`src/rtl/pc_redirect_ctrl.sv`:
```
// pc_redirect_ctrl: fetch PC sequencer and EPC owner.
// Arbitrates exception entry/return, branch, jump, stall and sequential fetch,
// drives the IF/ID and ID/EX flush strobes, and holds a fixed-length drain
// window after exception entry.
module pc_redirect_ctrl #(
   parameter logic [31:0] RESET_VECTOR = 32'h0000_0000,
   parameter logic [31:0] EXC_VECTOR   = 32'h0000_0080,
   parameter int          FLUSH_CYCLES = 2
) (
   input  logic        clk,
   input  logic        rst,
   input  logic        stall_i,
   input  logic        br_taken_i,
   input  logic [31:0] br_target_i,
   input  logic        jump_i,
   input  logic [31:0] jump_target_i,
   input  logic        exc_req_i,
   input  logic [31:0] exc_pc_i,
   input  logic        exc_ret_i,
   output logic [31:0] pc_o,
   output logic [31:0] epc_o,
   output logic        flush_if_id_o,
   output logic        flush_id_ex_o,
   output logic        busy_o
);

   typedef enum logic {RUN, FLUSH} state_t;

   state_t      state_reg;
   logic [3:0]  cnt_reg;
   logic [31:0] pc_reg;
   logic [31:0] epc_reg;
   logic        busy_reg;

   logic [31:0] pc_next;
   logic [31:0] pc_seq;
   logic        enter_exc;

   assign pc_seq = pc_reg + 32'd4;   // wraps naturally modulo 2^32

   // Next-PC priority arbitration and flush strobes for the current cycle.
   always_comb begin
      pc_next       = pc_seq;
      enter_exc     = 1'b0;
      flush_if_id_o = 1'b0;
      flush_id_ex_o = 1'b0;
      if (rst) begin
         pc_next = RESET_VECTOR;
      end else if (state_reg == FLUSH) begin
         // Drain window: every request is ignored, fetch keeps streaming.
         flush_if_id_o = 1'b1;
         flush_id_ex_o = 1'b1;
      end else if (exc_req_i) begin
         enter_exc     = 1'b1;
         pc_next       = EXC_VECTOR;
         flush_if_id_o = 1'b1;
         flush_id_ex_o = 1'b1;
      end else if (exc_ret_i) begin
         pc_next       = epc_reg;
         flush_if_id_o = 1'b1;
         flush_id_ex_o = 1'b1;
      end else if (br_taken_i) begin
         pc_next       = {br_target_i[31:2], 2'b00};
         flush_if_id_o = 1'b1;
         flush_id_ex_o = 1'b1;
      end else if (jump_i) begin
         // Jump resolves in ID, so only the instruction behind it is wrong.
         pc_next       = {jump_target_i[31:2], 2'b00};
         flush_if_id_o = 1'b1;
      end else if (stall_i) begin
         pc_next = pc_reg;
      end
   end

   // State machine, PC/EPC registers and drain-window counter.
   always_ff @(posedge clk) begin
      if (rst) begin
         state_reg <= RUN;
         cnt_reg   <= 4'd0;
         pc_reg    <= RESET_VECTOR;
         epc_reg   <= 32'd0;
         busy_reg  <= 1'b0;
      end else begin
         pc_reg <= pc_next;
         case (state_reg)
            RUN: begin
               if (enter_exc) begin
                  epc_reg   <= {exc_pc_i[31:2], 2'b00};
                  state_reg <= FLUSH;
                  cnt_reg   <= 4'(FLUSH_CYCLES - 1);
                  busy_reg  <= 1'b1;
               end
            end
            FLUSH: begin
               if (cnt_reg == 4'd0) begin
                  state_reg <= RUN;
                  busy_reg  <= 1'b0;
               end else begin
                  cnt_reg <= cnt_reg - 4'd1;
               end
            end
            default: begin
               state_reg <= RUN;
               busy_reg  <= 1'b0;
            end
         endcase
      end
   end

   assign pc_o   = pc_reg;
   assign epc_o  = epc_reg;
   assign busy_o = busy_reg;

endmodule

```
`config.mk`:
```
export PLATFORM = sky130hd
export DESIGN_NAME = pc_redirect_ctrl
export DESIGN_NICKNAME = d
export VERILOG_FILES = /design/src/rtl/pc_redirect_ctrl.sv
export SDC_FILE = /design/constraint.sdc
export NUM_CORES = 1
export LEC_CHECK = 0
export BUFFER_PORTS_ARGS = -buffer_cell sky130_fd_sc_hd__buf_2
export CORE_MARGIN = 1
export CORE_UTILIZATION = 54
export CTS_CLUSTER_DIAMETER = 30
export DETAILED_ROUTE_END_ITERATION = 16
export GPL_TIMING_DRIVEN = 0
export PLACE_DENSITY = 0.91
export SLEW_MARGIN = 15
export SYNTH_ARGS = -nofsm -noshare
export SYNTH_HDL_FRONTEND = slang
export SYNTH_SLANG_ARGS = --single-unit
```
`constraint.sdc`:
```
create_clock -name clk -period 6.15 [get_ports clk]
set_clock_uncertainty 0.2 [all_clocks]
set_input_delay 0.3075 -clock clk [delete_from_list [all_inputs] [get_ports clk]]
set_output_delay 0.3075 -clock clk [all_outputs]
set_load 0.05 [all_outputs]
```
# Yosys cells after proc, flatten, opt, wreduce, memory -nomap -nowiden
# Index checks and enable logic that the tools add are counted.
# op_classes
addsub	2
n_eq_ne	4
muxes	29
n_bitwise	1
n_reduce_logical	4
# op_table
operator	count
$mux W32	6
$add A32 B3 Y32 const B	1
$mux W1	18
$mux W4	2
$pmux W4 S2	1
$ne A6 B1 Y1 const B	1
$reduce_and A2 Y1	3
$logic_not A4 Y1	1
$ne A2 B2 Y1 const B	2
$pmux W1 S2	2
$sub A4 B1 Y4 const B	1
$ne A2 B1 Y1 const B	1
$not A1 Y1	1
# totals
reg_bits	68
word_cells	45

# Depth between registers and ports, before layout
# Gate-level depths: netlist of the first run.
# depth
depth_word	7
mapped_depth	8
mapped_depth_nobuf	7

# Worst setup path after synthesis of the first run
# Ideal clock, no wire load.
# synth_timing
path_type	register to register
start	reg pc_reg[2] (netlist: pc_o[2])
end	reg pc_reg[26] (netlist: pc_o[26])
setup_ns	0.059
arrival_ns	2.305
path_slack_ns	3.585
stages_incl_launch_ff	8
synth_period_minus_slack_ns	2.565
cell_sequence	dfxtp_1 ha_1 and3_1 clkbuf_1 nand2_2 or4_1 a211oi_1 a211o_1
# synth_via
elab_chain_cells	7
# synth_lines
item	line	rtl
from (decl)	31	logic [31:0] pc_reg;
from (signal assigned)	84	pc_reg <= pc_next;
$add A32 B3 Y32 *	39	assign pc_seq = pc_reg + 32'd4;
$mux W32	70	end else if (stall_i) begin
$mux W32	66	end else if (jump_i) begin
$mux W32	62	end else if (br_taken_i) begin
$mux W32	58	end else if (exc_ret_i) begin
$mux W32	53	end else if (exc_req_i) begin
$mux W32 *	49	end else if (state_reg == FLUSH) begin
# Every way passes the cells marked *; elsewhere a longest branch is shown, timed or not. The select of a mux whose other input is x is not followed.
# A chain may end at the register's enable or synchronous reset.

# Worst setup path after layout of the first run
# layout_timing
start	in rst
end	out flush_if_id_o
# layout_via
elab_chain_cells	1
# layout_lines
item	line	rtl
from (decl)	11	input logic rst,
$mux W1	47	if (rst) begin
to (decl)	22	output logic flush_if_id_o,
# No other way between the ends.

==> out/metrics.yaml, run 1 <==
status: "complete, no violations"
tightest_slew_ns: 0.878
ant_nets: 0
slew_viol_final: 0
firstDrtPassIters: 6
maxCapViolCount: 0
port_buffers: 158
grt_pass1_wl_mm: 33.2
ys_warn_count: 0
synth.distinct_cells: 68
setup_tns_ns: 0
hpwl_mm: 14.5
drive_gt1_share_pct: 25.9
grt-ovfl-total: 0
fin_total_pwr_w: 0.00126
crit_top_cell: "clkbuf_1"
r2r_slack_ns: 3.59
dp_slack_ns: 3.52
worst_ir_drop_vdd_v: 0.000163
grt_max_degree: 14
synth-edff-count: 0
ff_latch_area_sq_mm: 0.00132
timing.fmax_mhz: 353
die-area_sq_mm: 0.00872
synthTopCellsByCount: "111 x nand2_1, 66 x dfxtp_1, 47 x o21ai_0, 34 x a21oi_1, 31 x nor2_1"
diodes: 0
vias: 6438
async_flop_share_pct: 0
finalCritPeriodShare_pct: 46.0
cts_max_path_buffers: 2
path_max_fanout: 10
syn_avg_cell_area_sq_um: 7.36
top_layer: "met4"
die_h_um: 93.4
wl_mm: 21.8
rows: 32
worstPathCellList: "clkbuf_1, clkbuf_1, clkbuf_1, a21oi_1, buf_2"
numClockSinks: 66
min_path_type: "primary input to flip-flop"
tritoncts: "built"
worstReg2RegEnd: "pc_o[26]"
ctsHtreeMaxLevel: 3
worstSetupPathType: "primary input to output port"
multiInputGateArea_sq_mm: 0.00290
synth_seq_cells: 66
syn2layout_area_growth_pct: 31.2
required_ns: 5.64
yosysMostFrequentCell: "nand2_1"
ff2ff_path_depth: 7
grtUsageTotal_pct: 50.4
nets: 920
die_x_um: 93.4
first_global_vias: 6228
finalSetupViolCount: 0
drcViolationCount: 0
p_leak_nw: 2.49
hold_path_depth: 5
fillCellCount: 583
synth_top_area_share_pct: 29.3
numCtsBuffers: 9
dp_cells: 875
synthTopCellsByArea: "dfxtp_1 29%, nand2_1 9.2%, o21ai_0 5.2%"
worstSkewPairLatency_ns: 0.36
wl_met1_mm: 7.61
rsz0062_at_grt: "false"
fin_crit_ns: 2.83
whs_ns: 0.113
worstSetupEndpointType: "output port"
initial_core_util_pct: 57.1
netlist_instances: 612
met3_length_mm: 3.36
clkSlewWorstSetupHoldPaths_ns: 0.08
synthFlopType: "dfxtp_1"
critPathTopFamily: "buffers and inverters"
root_buffer: "clkbuf_8"
wl_per_cell_um: 23.7
max_slew_margin_pct: 41.3
yosysTopAreaCell: "dfxtp_1"
coreArea_sq_mm: 0.00789
antenna_found_initial: 0
seq_area_frac_synth_pct: 29.3
globalplace.congestion: 1.04
cts_resized: 0
via_per_inst: 6.99
cp-start-kind: "primary input"
synthesis.area_sq_mm: 0.00451
finalHoldViolCount: 0
dr_wl_met2_mm: 9.36
p_per_area_mw_per_mm2: 214
min_from: "br_target_i[31]"
ios: 170
critical_path_buf_inv_count: 4
min_to: "pc_o[31]"
final_cell_count_no_fill: 921
slowest_stage: "clkbuf_1"
drt_iter0_markers: 1057
setup_slack_ns: 3.32
max_stage_delay_ns: 0.72
cp.arrival_ns: 2.32
r2r-start: "pc_o[2]"
[kinds of logic after synthesis]
group                      Yosys count  synth area share, %
AOI/OAI and AO/OA                  208                 31.6
xor gates and xnor gates             8                 1.55
adders and majority gates            3                0.833
buffers and inverters               70                 6.69
DFF                                 66                 29.3
muxes                                6                 1.39
other                                1               0.0832
and+or+nand+nor                    250                 28.5
[worst reg2reg max path, delay by kind of cell (launching register included)]
kind            cells  cell delay (ns)
buf+inv             1             0.23
flops               1             0.48
compound gates      2             0.39
simple gates        3             0.92
fa+ha+maj           1             0.29
[layer usage]
metal  up-vias  global-route usage [%]
met5         -                       0
met4         0                    31.7
met3       192                    16.4
met2       666                    77.1
met1      2900                    60.8
li1       2680                       -
[how the worst max path moves through the flow]
stage	slack [ns]	startpoint	end	cells after the start
5_1_grt	3.27	rst	flush_id_ex_o	5
2_1_floorplan	3.59	pc_o[2]	pc_o[26]	7
6_report	3.32	rst	flush_if_id_o	5
3_3_place_gp	3.57	rst	flush_if_id_o	5
3_5_place_dp	3.52	rst	flush_if_id_o	5
4_1_cts	3.51	rst	flush_if_id_o	5
[cell usage in the layout, fill, tap and decap left out, types with 7 or more instances in the layout]
cell / synthesis / final
clkbuf_1: 29 / 29
nand2_1: 111 / 111
nor4_1: 9 / 9
a21oi_1: 34 / 34
nand2b_1: 7 / 7
nor2_1: 31 / 31
a31oi_1: 7 / 7
a22oi_1: 9 / 9
nand4_1: 13 / 13
dfxtp_1: 66 / 66
a211o_1: 7 / 7
o31ai_1: 11 / 11
o21ai_0: 47 / 47
clkbuf_8: 0 / 9
nor3b_1: 11 / 11
buf_2: 16 / 174
a211oi_1: 12 / 12
nor3_1: 7 / 7
nor2b_1: 11 / 11
inv_1: 12 / 12
nand3_1: 16 / 16
o22ai_1: 12 / 12
dlygate4sd3_1: 0 / 30
a221o_1: 7 / 7
[final cells by class]
cell class	instances	area share (%)
plain buffers	56	4.21
clock buffers	9	2.10
clock inverters	7	0.868
inverters	14	0.889
multi-input cells	479	49.0
flip-flops and latches	66	22.3
well taps	102	2.16
repair buffers	188	18.5
[per-stage QoR]
step	area, sq um	utilization [%]
3_3_place_gp	5440	68.9
5_1_grt	5910	75.0
4_1_cts	5910	75.0
3_5_place_dp	5440	68.9
6_report	5910	75.0
2_1_floorplan	4520	-
[timing repair]
action                    in CTS  in global routing
hold buffers                  30                  0
hold endpoints to repair      30                  0
setup buffers                  0                  0
[where the power goes]
| part | internal (W) | switching, W | total [W] |
|---|---|---|---|
| sequential | 0.000458 | 0.0000417 | 0.000499 |
| combinational | 0.000129 | 0.000291 | 0.000420 |
| clock | 0.000149 | 0.000196 | 0.000345 |
| total | 0.000736 | 0.000528 | 0.00126 |
Note: power is estimated with default switching activity, not from simulation.
==> inputs of run 2 (changes only) <==
--- a/config.mk
+++ b/config.mk
@@ -7,11 +7,11 @@
 export LEC_CHECK = 0
 export BUFFER_PORTS_ARGS = -buffer_cell sky130_fd_sc_hd__buf_2
 export CORE_MARGIN = 1
-export CORE_UTILIZATION = 54
+export CORE_UTILIZATION = 50
 export CTS_CLUSTER_DIAMETER = 30
 export DETAILED_ROUTE_END_ITERATION = 16
 export GPL_TIMING_DRIVEN = 0
-export PLACE_DENSITY = 0.91
+export PLACE_DENSITY = 0.85
 export SLEW_MARGIN = 15
 export SYNTH_ARGS = -nofsm -noshare
 export SYNTH_HDL_FRONTEND = slang
==> constraint.sdc (replaced) <==
create_clock -name clk -period 2.81 [get_ports clk]
set_clock_uncertainty 0.2 [all_clocks]
set_input_delay 0.1405 -clock clk [delete_from_list [all_inputs] [get_ports clk]]
set_output_delay 0.1405 -clock clk [all_outputs]
set_load 0.05 [all_outputs]
==> out/metrics.yaml, run 2 (synthesis gave the netlist of run 1 again) <==
die_x_um: 96.9  # +3.8%
p_int_w: 0.00172  # +130%
tightest_slew_ns: 0.758  # -0.120 ns
clkSlewWorstSetupHoldPaths_ns: 0.08  # about the same
numCtsBuffers: 9  # unchanged
coreArea_sq_mm: 0.00872  # +11%
wl_mm: 19.7  # -9.7%
worstPathCellList: "ha_1, nand3_1, nor4_4, nand4_1, or4_1, a31oi_1"
rsz0062_at_grt: "false"
root_buffer: "clkbuf_8"
vias: 6192  # -3.8%
timing.fmax_mhz: 389
p_leak_nw: 2.51  # +0.99%
firstDrtPassIters: 7  # +1
postLayoutCoreUtil_pct: 68.4  # -6.5 points
final_cell_count_no_fill: 929  # +0.87%
drive_gt1_share_pct: 25.8  # -0.063 points
tritoncts: "built"
critPathTopFamily: "simple AND/OR/NAND/NOR gates"
initial_core_util_pct: 51.7  # -5.5 points
grt-ovfl-total: 0  # unchanged
ff2ff_path_depth: 6  # -1
path_max_fanout: 8  # -2
port_buffers: 158  # unchanged
maxCapViolCount: 0  # unchanged
hold_path_depth: 5  # unchanged
most-common-layout-cells: "174 x buf_2, 111 x nand2_1, 66 x dfxtp_1"
antenna_found_initial: 0  # unchanged
status: "complete, no violations"
grt_max_degree: 13  # -1
critical_path_buf_inv_count: 0  # -4
comb_power_share_pct: 31.7  # -1.5 points
swShare_pct: 39.5  # -2.3 points
finalHoldViolCount: 0  # unchanged
finalCritPeriodShare_pct: 91.5
final_common_cell: "buf_2"
postCtsSetupBuffers: 0  # unchanged
numClockSinks: 66  # unchanged
slew_viol_final: 0  # unchanged
drt_iter0_markers: 937  # -11%
worstSkewPairLatency_ns: 0.37  # about the same
globalplace.congestion: 1.03  # -0.58%
p_per_area_mw_per_mm2: 477  # +120%
seqPwrFrac_pct: 38.0  # -1.5 points
grtUsageTotal_pct: 40.9  # -9.5 points
cp.arrival_ns: 2.66  # +0.34 ns
syn2layout_area_growth_pct: 32.4
clkPwrFrac_pct: 30.2  # +2.9 points
slowest_stage: "dfxtp_1"
first_global_vias: 5710  # -8.3%
worstSetupPathType: "flip-flop to flip-flop"
die_h_um: 96.9  # +3.8%
die-area_sq_mm: 0.00940  # +7.8%
nets: 922  # +0.22%
max_stage_delay_ns: 0.48  # -0.24 ns
setup_tns_ns: 0  # unchanged
min_path_type: "primary input to flip-flop"
worst_ir_drop_vdd_v: 0.000343  # +110%
p_switching_w: 0.00112  # +110%
wl_per_cell_um: 21.2  # -11%
ios: 170  # unchanged
diodes: 0  # unchanged
ant_nets: 0  # unchanged
hpwl_mm: 14.2  # -2.1%
worstSetupEndpointType: "flip-flop"
fin_total_pwr_w: 0.00284  # +130%
finalSetupViolCount: 0  # unchanged
fin_crit_ns: 2.57
cp-start-kind: "flip-flop"
dp_cells: 881  # +0.69%
cp_num_cells: 6  # +1
rows: 34  # +6.3%
ctsHtreeMaxLevel: 3  # unchanged
max_slew_margin_pct: 49.5  # +8.2 points
via_per_inst: 6.67  # -4.6%
drcViolationCount: 0  # unchanged
grt_pass1_wl_mm: 30.5  # -8.1%
required_ns: 2.90  # -2.74 ns
cts_max_path_buffers: 2  # unchanged
-- run 2: cell count changes in the layout (fill, tap and decap cells not counted), sizes merged --
cell and change:
clkbuf +1, inv -2, dlygate4sd3 +2, clkinvlp -1
clkinv +1, bufinv +1
-- run 2: path summary, 6_finish.rpt --
kind                        start       end  slack [ns]
hold reg to reg          epc_o[3]  epc_o[3]        0.28
hold / removal    br_target_i[27]  pc_o[27]        0.02
setup / recovery          pc_o[2]  pc_o[18]        0.24
setup reg to reg          pc_o[2]  pc_o[18]        0.24
-- run 2: metrics by stage --
stage | hold WS, ns | setup WS (ns) | instance area [sq um]
after floorplan | 0.0490 | 0.245 | 4520
after global placement | 0.134 | 0.353 | 5440
after global routing | 0.0533 | 0.115 | 5970
final | 0.0175 | 0.238 | 5970
after CTS | 0.0101 | 0.337 | 5970
after detailed placement | 0.141 | 0.362 | 5440
-- run 2: power groups by stage --
stage	Clock [W]	Combinational, W	Sequential, W
after global placement	0	0.000818	0.00110
after global routing	0.000894	0.000943	0.00109
after CTS	0.000846	0.000869	0.00108
final	0.000860	0.000903	0.00108
after floorplan	0	0.000359	0.00129
after detailed placement	0	0.000831	0.00110
-- run 2: layout make-up --
type,count,area [sq um]
Fill cell,738,2750
Multi-Input combinational cell,479,2900
Inverter,14,52.6
Clock inverter,6,65.1
Clock buffer,10,138
Sequential cell,66,1320
Buffer,56,249
Tap cell,108,135
Timing Repair Buffer,190,1110
-- run 2: worst reg2reg max path, cell delays in order, from the launching register on --
cell and delay, ns:
dfxtp_1 0.48, ha_1 0.31, nand3_1 0.29, nor4_4 0.48, nand4_1 0.15, or4_1 0.48
a31oi_1 0.13
-- run 2: layer usage --
layer	wire length (um)	share of wire, %	vias to the layer above	global-route usage (%)
met5	0	0	-	0
met4	811	4.1	0	17.5
met3	2590	13	93	8.60
met2	8790	45	564	64.7
met1	7470	38	2844	53.8
li1	-	-	2691	-
-- run 2: repair_timing --
action | in CTS | in global routing
resized for setup | 0 | 0
endpoints found under the hold margin | 32 | 0
hold buffers | 32 | 0
==> inputs of run 3 (changes only) <==
--- a/config.mk
+++ b/config.mk
@@ -11,7 +11,7 @@
 export CTS_CLUSTER_DIAMETER = 30
 export DETAILED_ROUTE_END_ITERATION = 16
 export GPL_TIMING_DRIVEN = 0
-export PLACE_DENSITY = 0.85
+export PLACE_DENSITY_LB_ADDON = 0.05
 export SLEW_MARGIN = 15
 export SYNTH_ARGS = -nofsm -noshare
 export SYNTH_HDL_FRONTEND = slang
==> out/metrics.yaml, run 3 (synthesis gave the netlist of run 1 again) <==
status: "complete, no violations"
timing.fmax_mhz: 391  # +0.47%
worstSetupEndpointType: "flip-flop"
worstSetupPathType: "flip-flop to flip-flop"
nets: 922  # unchanged
grt_max_degree: 13  # unchanged
die_h_um: 96.9  # unchanged
required_ns: 2.92  # +0.02 ns
coreArea_sq_mm: 0.00872  # unchanged
hold_buffers: 32  # unchanged
critPathTopFamily: "simple AND/OR/NAND/NOR gates"
finalCritPeriodShare_pct: 91.1  # -0.43 points
min_path_type: "primary input to flip-flop"
worstSkewPairLatency_ns: 0.37  # about the same
critPathCapture: "pc_o[26]"
grt-ovfl-total: 0  # unchanged
globalplace.congestion: 1.01  # -2.0%
fin_area_sq_mm: 0.00593  # -0.55%
maxCapViolCount: 0  # unchanged
drcViolationCount: 0  # unchanged
worstPathCellList: "ha_1, and3_1, clkbuf_1, nand2_2, or4_1, a211oi_1, a211o_1"
r2r_slack_ns: 0.25  # about the same
syn2layout_area_growth_pct: 31.7
wl_per_cell_um: 21.5  # +1.4%
whs_ns: 0.0163  # -0.00117 ns
root_buffer: "clkbuf_8"
most-common-layout-cells: "174 x buf_2, 111 x nand2_1, 66 x dfxtp_1"
firstDrtPassIters: 6  # -1
numCtsBuffers: 9  # unchanged
tightest_slew_ns: 0.870  # +0.112 ns
slowest_stage: "or4_1"
drive_gt1_share_pct: 25.8  # unchanged
cts_max_path_buffers: 2  # unchanged
cp-startpoint: "pc_o[2]"
die_x_um: 96.9  # unchanged
ios: 170  # unchanged
tritoncts: "built"
antenna_found_initial: 0  # unchanged
ant_nets: 0  # unchanged
rsz0062_at_grt: "false"
final_common_cell: "buf_2"
grtUsageTotal_pct: 40.8  # -0.11 points
first_global_vias: 5620  # -1.6%
cp.arrival_ns: 2.67  # about the same
finalHoldViolCount: 0  # unchanged
wl_mm: 19.9  # +1.4%
postLayoutCoreUtil_pct: 68.0  # -0.37 points
max_stage_delay_ns: 0.51  # +0.03 ns
drt_iter0_markers: 915  # -2.3%
setup_tns_ns: 0  # unchanged
grt_pass1_wl_mm: 30.1  # -1.4%
critical_path_buf_inv_count: 1  # +1
initial_core_util_pct: 51.7  # unchanged
fillCellCount: 777  # +5.3%
p_leak_nw: 2.49  # -0.86%
rows: 34  # unchanged
die-area_sq_mm: 0.00940  # unchanged
p_per_area_mw_per_mm2: 459  # -3.7%
vias: 6083  # -1.8%
path_max_fanout: 10  # +2
cp-start-kind: "flip-flop"
hpwl_mm: 14.1  # -0.57%
finalSetupViolCount: 0  # unchanged
fin_crit_ns: 2.56  # -0.0121 ns
diodes: 0  # unchanged
r2r-start: "pc_o[2]"
cp_num_cells: 7  # +1
worstReg2RegEnd: "pc_o[26]"
postCtsSetupBuffers: 0  # unchanged
numClockSinks: 66  # unchanged
ctsHtreeMaxLevel: 3  # unchanged
worst_ir_drop_vdd_v: 0.000299  # -13%
placed_cell_area_sq_mm: 0.00544  # unchanged
clkSlewWorstSetupHoldPaths_ns: 0.09  # about the same
via_per_inst: 6.55  # -1.8%
slew_viol_final: 0  # unchanged
ff2ff_path_depth: 7  # +1
cts_resized: 0  # unchanged
max_slew_margin_pct: 41.8  # -7.7 points
port_buffers: 158  # unchanged
## run 3: cell count changes in the layout (fill, tap and decap cells not counted)
cell / delta
bufinv_16: -1
clkinvlp_4: +2
clkinv_2: +1
inv_6: -1
clkbuf_8: -1
## run 3: layer usage
metal	up-vias	global-route usage, %	share of wire, %	wire length, um
met5	-	0	0	0
met3	91	9.54	13	2530
met2	470	64.0	44	8740
met4	0	16.1	4.2	845
met1	2834	54.0	39	7830
li1	2688	-	-	-
## run 3: worst register-to-register path, stage by stage, from the launching register on
cell and delay, ns:
dfxtp_1 0.49, ha_1 0.30, and3_1 0.18, clkbuf_1 0.24, nand2_2 0.22, or4_1 0.51
a211oi_1 0.25, a211o_1 0.13
## run 3: cell type report
class                      count  area [sq um]  share of cell area [%]
multi-input combinational    479          2900                    48.8
inverter                      14          52.6                   0.886
timing repair buffer         190          1110                    18.7
sequential                    66          1320                    22.3
clock inverter                 7          46.3                   0.780
buffer                        56           249                    4.20
tap                          108           135                    2.28
clock buffer                   9           124                    2.09
## run 3: where the power goes
part           switching [W]  total [W]  internal, W  leakage, nW
Sequential         0.0000826    0.00108      0.00100        0.541
Combinational       0.000612   0.000895     0.000284         1.87
Clock               0.000427   0.000743     0.000316       0.0810
Total                0.00112    0.00272      0.00160         2.49
## run 3: worst min path at each step
stage | start | to | slack [ns] | cells after the start
global route | br_target_i[12] | pc_o[12] | 0.04 | 5
detailed placement | exc_pc_i[29] | epc_o[29] | 0.14 | 3
floorplan | exc_pc_i[19] | epc_o[19] | 0.05 | 2
global placement | exc_pc_i[31] | epc_o[31] | 0.13 | 3
CTS | jump_target_i[13] | pc_o[13] | 0.01 | 4
finish | br_target_i[12] | pc_o[12] | 0.02 | 5
## run 3: stage by stage
stage | power, W | std cells | setup slack, ns
after floorplan | 0.00165 | 615 | 0.245
after global placement | 0.00191 | 881 | 0.354
after detailed placement | 0.00193 | 881 | 0.321
after CTS | 0.00268 | 929 | 0.302
after global routing | 0.00280 | 929 | 0.173
final | 0.00272 | 929 | 0.250
